--- config.mk ---
export PLATFORM = sky130hd
export DESIGN_NAME = if_prefetch_queue
export DESIGN_NICKNAME = d
export VERILOG_FILES = /design/src/rtl/if_prefetch_queue_pkg.sv /design/src/rtl/ifq_mem.sv /design/src/rtl/if_prefetch_queue.sv
export SDC_FILE = /design/constraint.sdc
export NUM_CORES = 1
export LEC_CHECK = 0
export BUFFER_PORTS_ARGS = -buffer_cell sky130_fd_sc_hd__buf_4
export CAP_MARGIN = 20
export CORE_ASPECT_RATIO = 0.6
export CORE_MARGIN = 4
export CORE_UTILIZATION = 40
export CTS_CLUSTER_DIAMETER = 100
export DETAILED_ROUTE_END_ITERATION = 12
export MAX_ROUTING_LAYER = met4
export PLACE_DENSITY = 0.6
export SLEW_MARGIN = 20
export SYNTH_ARGS = -nofsm -noshare
export SYNTH_HDL_FRONTEND = slang
export SYNTH_HIERARCHICAL = 1
export SYNTH_SLANG_ARGS = --single-unit
--- constraint.sdc ---
create_clock -name clk -period 6.89 [get_ports clk]
set_input_delay 0.689 -clock clk [delete_from_list [all_inputs] [get_ports clk]]
set_output_delay 0.689 -clock clk [all_outputs]
set_load 0.02 [all_outputs]
--- src/rtl/if_prefetch_queue_pkg.sv ---
// Shared constants and types for the instruction-fetch prefetch queue.
// Holds the bus widths, enable levels and the queue entry layout.
package if_prefetch_queue_pkg;

  localparam int   INST_ADDR_W = 32;    // InstAddrBus
  localparam int   INST_W      = 32;    // InstBus
  localparam logic CHIP_ENABLE = 1'b1;  // ChipEnable
  localparam logic RST_ENABLE  = 1'b1;  // RstEnable
  localparam int   IFQ_DEPTH   = 4;     // IfqDepth
  localparam int   IFQ_PTR_W   = $clog2(IFQ_DEPTH);  // IfqPtrBus

  // One queue slot: the fetch address packed above the instruction word.
  typedef struct packed {
    logic [INST_ADDR_W-1:0] pc;
    logic [INST_W-1:0]      inst;
  } ifq_entry_t;

endpackage

--- src/rtl/ifq_mem.sv ---
// DEPTH x 64-bit entry storage for the prefetch queue:
// one synchronous write port, one combinational read port.
module ifq_mem
  import if_prefetch_queue_pkg::*;
#(
  parameter int DEPTH = IFQ_DEPTH,
  parameter int AW    = $clog2(DEPTH)
) (
  input  logic          clk,
  input  logic          we,
  input  logic [AW-1:0] waddr,
  input  ifq_entry_t    wdata,
  input  logic [AW-1:0] raddr,
  output ifq_entry_t    rdata
);

  ifq_entry_t mem_q [DEPTH];

  // NOTE: storage has no reset; pointers and count define which slots are live.
  always_ff @(posedge clk) begin
    if (we) begin
      mem_q[waddr] <= wdata;
    end
  end

  assign rdata = mem_q[raddr];

endmodule

--- src/rtl/if_prefetch_queue.sv ---
// Prefetch queue between the IF stage and decode: buffers {pc, inst} pairs,
// stalls fetch when full, and drops everything on a branch/exception flush.
module if_prefetch_queue
  import if_prefetch_queue_pkg::*;
#(
  parameter int DEPTH = IFQ_DEPTH
) (
  input  logic                     clk,
  input  logic                     rst,
  input  logic                     fetch_ce,
  input  logic [INST_ADDR_W-1:0]   fetch_pc,
  input  logic [INST_W-1:0]        fetch_inst,
  output logic                     fetch_stall,
  output logic                     id_valid,
  output logic [INST_ADDR_W-1:0]   id_pc,
  output logic [INST_W-1:0]        id_inst,
  input  logic                     id_ready,
  input  logic                     flush,
  output logic [$clog2(DEPTH):0]   count
);

  localparam int PTR_W = $clog2(DEPTH);
  localparam int CNT_W = PTR_W + 1;

  logic [PTR_W-1:0] head_q, head_d;
  logic [PTR_W-1:0] tail_q, tail_d;
  logic [CNT_W-1:0] count_q, count_d;
  logic             push, pop;
  ifq_entry_t       wr_entry, rd_entry;

  // Full/empty come from the occupancy count; head == tail is ambiguous.
  assign fetch_stall = (count_q == CNT_W'(DEPTH));
  assign id_valid    = (count_q != '0);
  assign count       = count_q;

  assign push = (fetch_ce == CHIP_ENABLE) && !fetch_stall && !flush;
  assign pop  = id_valid && id_ready && !flush;

  assign wr_entry = '{pc: fetch_pc, inst: fetch_inst};

  ifq_mem #(.DEPTH(DEPTH)) u_mem (
    .clk   (clk),
    .we    (push),
    .waddr (tail_q),
    .wdata (wr_entry),
    .raddr (head_q),
    .rdata (rd_entry)
  );

  // An empty queue presents a NOP rather than a stale slot.
  assign id_pc   = id_valid ? rd_entry.pc   : '0;
  assign id_inst = id_valid ? rd_entry.inst : '0;

  // Pointers wrap naturally at DEPTH because DEPTH is a power of two.
  always_comb begin
    head_d  = head_q;
    tail_d  = tail_q;
    count_d = count_q;
    if (flush) begin
      head_d  = '0;
      tail_d  = '0;
      count_d = '0;
    end else begin
      if (push) tail_d = tail_q + 1'b1;
      if (pop)  head_d = head_q + 1'b1;
      unique case ({push, pop})
        2'b10:   count_d = count_q + 1'b1;
        2'b01:   count_d = count_q - 1'b1;
        default: count_d = count_q;
      endcase
    end
  end

  // NOTE: sequential state uses non-blocking assignments so every flop
  // samples the pre-edge values of the others.
  always_ff @(posedge clk) begin
    if (rst == RST_ENABLE) begin
      head_q  <= '0;
      tail_q  <= '0;
      count_q <= '0;
    end else begin
      head_q  <= head_d;
      tail_q  <= tail_d;
      count_q <= count_d;
    end
  end

endmodule
==> results_dict.tcl, run 1 <==
set metrics [dict create \
    antenna_found_initial 1 \
    synth_fp_nets 523 \
    yosysTopAreaCell "edfxtp_1" \
    synth_top_area_share_pct 75.6 \
    tns_ps 0 \
    die-area_mm2 0.0281 \
    switching_share_pct 19.3 \
    path_cells "buf_4, mux4_1, and2_1, buf_4" \
    wl_mm 19.9 \
    grt.total_usage_pct 14.6 \
    cts_tree "yes" \
    synth_edf_count 256 \
    clk_latency_ps 510 \
    htreeDepth 1 \
    grt_pass1_wl_mm 31.1 \
    rsz0062_at_grt "no" \
    cp_data_required_time_ps 6200 \
    drt_iter0_markers 317 \
    drtPass1Iterations 4 \
    postCtsSetupRepairBufs 0 \
    worstPathMaxFanout 40 \
    grt_pass1_vias 5273 \
    cp_common_cell "buf_4" \
    worstSetupPathType "reg2out" \
    rrSetupSlack_ps 4370 \
    synth.ff_latch_count 263 \
    seq_power_share_pct 55.9 \
    hold_buffers 0 \
    setup_viol 0 \
    gp_congestion 0.686 \
    final_max_slew_viol_count 0 \
    core-area_mm2 0.0246 \
    start_util_pct 41.3 \
    cpMaxStageDelayCell "buf_4" \
    clkSinkCount 263 \
    status "complete, no violations" \
    synth_cells 452 \
    cp.arrival_ps 3010 \
    num-fill-cells 2010 \
    die_h_um 132 \
    startpoint_type "flop" \
    layout.nets 670 \
    synth_warnings 6 \
    tightest_slew_ps 1100 \
    syn_area_mm2 0.0102 \
    power_frac_comb_pct 4.6 \
    p_sw_w 0.000617 \
    grt_max_degree 66 \
    p_leak_nw 4.08 \
    cp_top_family "buffers and inverters" \
    clkPwrFrac_pct 39.5 \
    ys_types 26 \
    drive_gt1_share_pct 39.3 \
    intPower_w 0.00258 \
    power.total_w 0.00320 \
    seq_area_frac_synth_pct 76.9 \
    syn_to_final_growth_pct 19.6 \
    slowest_delay_ps 720 \
    syn_avg_cell_area_um2 22.5 \
    synth.area.top_cells "edfxtp_1, mux4_2, and2_1, dfxtp_1, buf_12" \
    layout_min_cycle_time_ps 3700 \
    vias_per_cell 5.12 \
    ir_drop_mv 0.174 \
    fmax_ghz 0.270 \
    hold_class "in2reg" \
    vias 4774 \
    port_buffers 137 \
    drv_cap 0 \
    synth.most_common_cell "edfxtp_1" \
    cts-resized-gates 0 \
    numCtsBuffers 25 \
    power_density_mw_per_mm2 263 \
    ys.flop_type "edfxtp_1" \
    clock_path_buffers 3 \
    die_x_um 214 \
    dp_hpwl_mm 11.3 \
    cts_root_buffer "clkbuf_16" \
    async_flop_share_pct 0 \
    ant_nets 0 \
    drc 0 \
    slew_headroom_pct 26.6 \
    grt-ovfl-total 0 \
    end_kind "primary output" \
    clkSlewWorstSetupHoldPaths_ps 70 \
    routedWlPerCell_um 21.4 \
    fin_crit_sh_pct 53.8 \
    fin_skew_ps 7.80 \
    hold_violations 0 \
    ios 138 \
    row_count 44 \
    netlist_top_cells_count "edfxtp_1, and2_1, mux4_2" \
    timing.critical_path.buf_inv 2 \
]
[through the flow]
step / util, % / cell area, µm² / hold slack, ps / worst slack, ps / std cells
detailed placement: 46.4 / 11400 / 554 / 3630 / 894
finish: 49.4 / 12200 / 371 / 3190 / 933
global placement: 46.4 / 11400 / 525 / 3630 / 894
floorplan: - / 10200 / 478 / 482 / 452
global route: 49.4 / 12200 / 346 / 2910 / 933
CTS: 49.4 / 12200 / 342 / 3070 / 932
[per-layer routing]
metal / vias to the layer above / wire, µm / GRT usage [%] / share of wire [%]
li1: 2129 / - / - / -
met5: - / 0 / - / 0
met2: 133 / 9420 / 23.1 / 47
met3: 32 / 1360 / 4.41 / 6.8
met4: 0 / 363 / 2.70 / 1.8
met1: 2480 / 8780 / 19.2 / 44
[sequential cells by signal (all words and copies together), names as in the netlist]
| signal | flops |
|---|---|
| head_q | 2 |
| count | 3 |
| u_mem/mem_q | 256 |
| tail_q | 2 |
[cell type report]
cell class              instances  area, µm²  share of cell area (%)
well taps                     322        403                    3.31
diodes                          1       2.50                  0.0206
clock inverters                 9       96.3                   0.792
flip-flops and latches        263       7840                    64.4
multi-input cells             162       2110                    17.3
repair buffers                142       1070                    8.76
clock buffers                  29        641                    5.26
inverters                       5       18.8                   0.154
[power by group through the flow]
stage | Clock (W) | Sequential [W] | Combinational, W
5_1_grt | 0.00138 | 0.00179 | 0.000160
2_1_floorplan | 0 | 0.00182 | 0.0000722
3_5_place_dp | 0 | 0.00182 | 0.000151
6_report | 0.00126 | 0.00179 | 0.000147
4_1_cts | 0.00131 | 0.00179 | 0.000151
3_3_place_gp | 0 | 0.00182 | 0.000145
[cells by family after synthesis]
kind of cell / synth area share, %
and+or+nand+nor: 4.98
xor gates and xnor gates: 0.344
DFF: 76.9
buffers and inverters: 2.56
adders and majority gates: 0.320
muxes: 14.3
AOI/OAI and AO/OA: 0.553
[placed cells by master, fill, tap and decap left out, types with 2 or more instances in the layout]
master	instances
or3_1	4
clkbuf_1	4
and2_1	64
clkbuf_16	25
o31ai_1	2
edfxtp_1	256
xor2_1	4
dfxtp_4	2
o21ai_0	2
nor2_1	7
and3b_4	2
inv_1	5
buf_4	142
clkinv_1	4
mux4_2	60
dfxtp_1	5
a21oi_1	3
mux4_1	4
bufinv_16	2
[final timing paths]
check / start / endpoint / cells after the start
hold reg to reg: tail_q[0]$_SDFFE_PP0P_ / tail_q[0]$_SDFFE_PP0P_ / 2
setup reg to reg: count[2]$_SDFFE_PP0P_ / count[2]$_SDFFE_PP0P_ / 8
hold / removal: fetch_inst[15] / u_mem/mem_q[3][15]$_DFFE_PP_ / 1
setup / recovery: head_q[0]$_SDFFE_PP0P_ / id_inst[1] / 4
Note: power is estimated with default switching activity, not from simulation.
==> run 2: changes to the inputs <==
==> constraint.sdc (replaced) <==
create_clock -name clk -period 3.75 [get_ports clk]
set_input_delay 0.375 -clock clk [delete_from_list [all_inputs] [get_ports clk]]
set_output_delay 0.375 -clock clk [all_outputs]
set_load 0.02 [all_outputs]
==> results_dict.tcl, run 2 (synthesis gave the netlist of run 1 again) <==
set metrics [dict create \
    status "complete, no violations" \
    cp.arrival_ps 2530 \
    worstSetupPathType "reg2out" \
    cp_data_required_time_ps 3380 \
    drtPass1Iterations 4 \
    r2r_start "count[0]$_SDFFE_PP0P_" \
    postCtsSetupRepairBufs 0 \
    gp_congestion 0.694 \
    ios 138 \
    endpoint "id_inst[6]" \
    rsz0062_at_grt "no" \
    cts_tree "yes" \
    die-area_mm2 0.0281 \
    clk_latency_ps 520 \
    num-fill-cells 1990 \
    fin_skew_ps 15.8 \
    vias_per_cell 5.11 \
    hold_buffers 0 \
    grt.total_usage_pct 14.6 \
    tns_ps 0 \
    antenna_found_initial 1 \
    r2r_cells 4 \
    clkSinkCount 263 \
    power_density_mw_per_mm2 513 \
    slowest_delay_ps 790 \
    hold_violations 0 \
    port_buffers 137 \
    final_common_cell "edfxtp_1" \
    grt_pass1_wl_mm 31.3 \
    hold_class "in2reg" \
    grt_pass1_vias 5252 \
    path_cells "buf_12, mux4_2, and2_1, buf_4" \
    vias 4805 \
    final_max_slew_viol_count 0 \
    layout.nets 670 \
    startpoint_type "flop" \
    clkSlewWorstSetupHoldPaths_ps 70 \
    setup_viol 0 \
    layout_min_cycle_time_ps 2900 \
    regMostFlops "u_mem/mem_q" \
    die_x_um 214 \
    fin_hold_ws_ps 51.6 \
    cpMaxStageDelayCell "dfxtp_4" \
    fmax_ghz 0.344 \
    end_kind "primary output" \
    row_count 44 \
    ir_drop_mv 0.391 \
    rrSetupSlack_ps 1270 \
    cts-resized-gates 0 \
    tightest_slew_ps 1080 \
    grt_max_degree 66 \
    dpl_cell_area_mm2 0.0115 \
    slew_headroom_pct 28.0 \
    final_cell_mix "edfxtp_1, buf_4, and2_1" \
    power.total_w 0.00637 \
    routedWlPerCell_um 21.4 \
    wl_mm 20.1 \
    p_leak_nw 4.19 \
    drive_gt1_share_pct 40.7 \
    grt-ovfl-total 0 \
    start_util_pct 41.3 \
    clock_path_buffers 3 \
    syn_to_final_growth_pct 22.0 \
    drt_iter0_markers 272 \
    dp_hpwl_mm 11.8 \
    core-area_mm2 0.0246 \
    largest_register_ffs 256 \
    worstPathMaxFanout 33 \
    startpoint "head_q[0]$_SDFFE_PP0P_" \
    fin_crit_sh_pct 77.4 \
    drv_cap 0 \
    drc 0 \
    ant_nets 0 \
    cts_root_buffer "clkbuf_16" \
    r2r-end "u_mem/mem_q[3][22]$_DFFE_PP_" \
    htreeDepth 1 \
    fin_area_mm2 0.0124 \
    numCtsBuffers 24 \
    die_h_um 132 \
]
==> run 2: cell types whose count changed in the layout (fill, tap and decap cells not counted) <==
cell       previous run  this run
bufinv_16             2         7
clkbuf_8              0         4
clkinv_1              4         0
buf_12                0         3
buf_4               142       140
clkinv_2              1         3
clkinv_4              1         0
nor3b_2               1         0
nor3b_4               0         1
or3_2                 1         0
or3_4                 0         1
==> run 2: report_power, final <==
| group | total, W | switching, W | internal (W) |
|---|---|---|---|
| registers | 0.00329 | 0.0000143 | 0.00327 |
| clock network | 0.00281 | 0.00103 | 0.00178 |
| logic | 0.000275 | 0.000143 | 0.000132 |
| total | 0.00637 | 0.00118 | 0.00518 |
==> run 2: worst max-delay path: cells and delay by family, from the launching register on <==
family	cells	cell delay, ps
multiplexers	1	540
buffers and inverters	2	470
flip-flops	1	790
AND/OR/NAND/NOR	1	170
==> run 2: cell type report <==
type                    count  area, µm²  area share (%)
multi-input cells         162       2120            17.0
flip-flops and latches    263       7840            63.1
well taps                 322        403            3.25
diodes                      1       2.50          0.0202
repair buffers            143       1110            8.95
clock inverters            11        233            1.87
inverters                   5       18.8           0.151
clock buffers              33        696            5.60
==> run 2: layer usage <==
metal  vias up  routed length, µm  track usage, %
met4         0                240            2.12
met2       123               9700            23.1
met1      2526               8980            19.7
met5         -                  0               -
li1       2136                  -               -
met3        20               1180            4.15
==> run 2: per-stage QoR <==
stage / setup WS (ps) / std cells / utilization [%]
2_1_floorplan: 455 / 452 / -
3_3_place_gp: 1300 / 895 / 46.6
3_5_place_dp: 1290 / 895 / 46.7
4_1_cts: 731 / 939 / 50.4
5_1_grt: 643 / 940 / 50.4
6_report: 847 / 940 / 50.4
==> run 2: worst min-delay path by stage <==
stage,start,end,slack (ps),cells after the start
6_report,fetch_inst[22],u_mem/mem_q[0][22]$_DFFE_PP_,50,1
3_5_place_dp,count[2]$_SDFFE_PP0P_,count[2]$_SDFFE_PP0P_,570,2
2_1_floorplan,fetch_inst[0],u_mem/mem_q[0][0]$_DFFE_PP_,470,0
5_1_grt,fetch_inst[13],u_mem/mem_q[0][13]$_DFFE_PP_,30,1
4_1_cts,fetch_inst[22],u_mem/mem_q[0][22]$_DFFE_PP_,30,1
3_3_place_gp,count[2]$_SDFFE_PP0P_,count[2]$_SDFFE_PP0P_,540,2
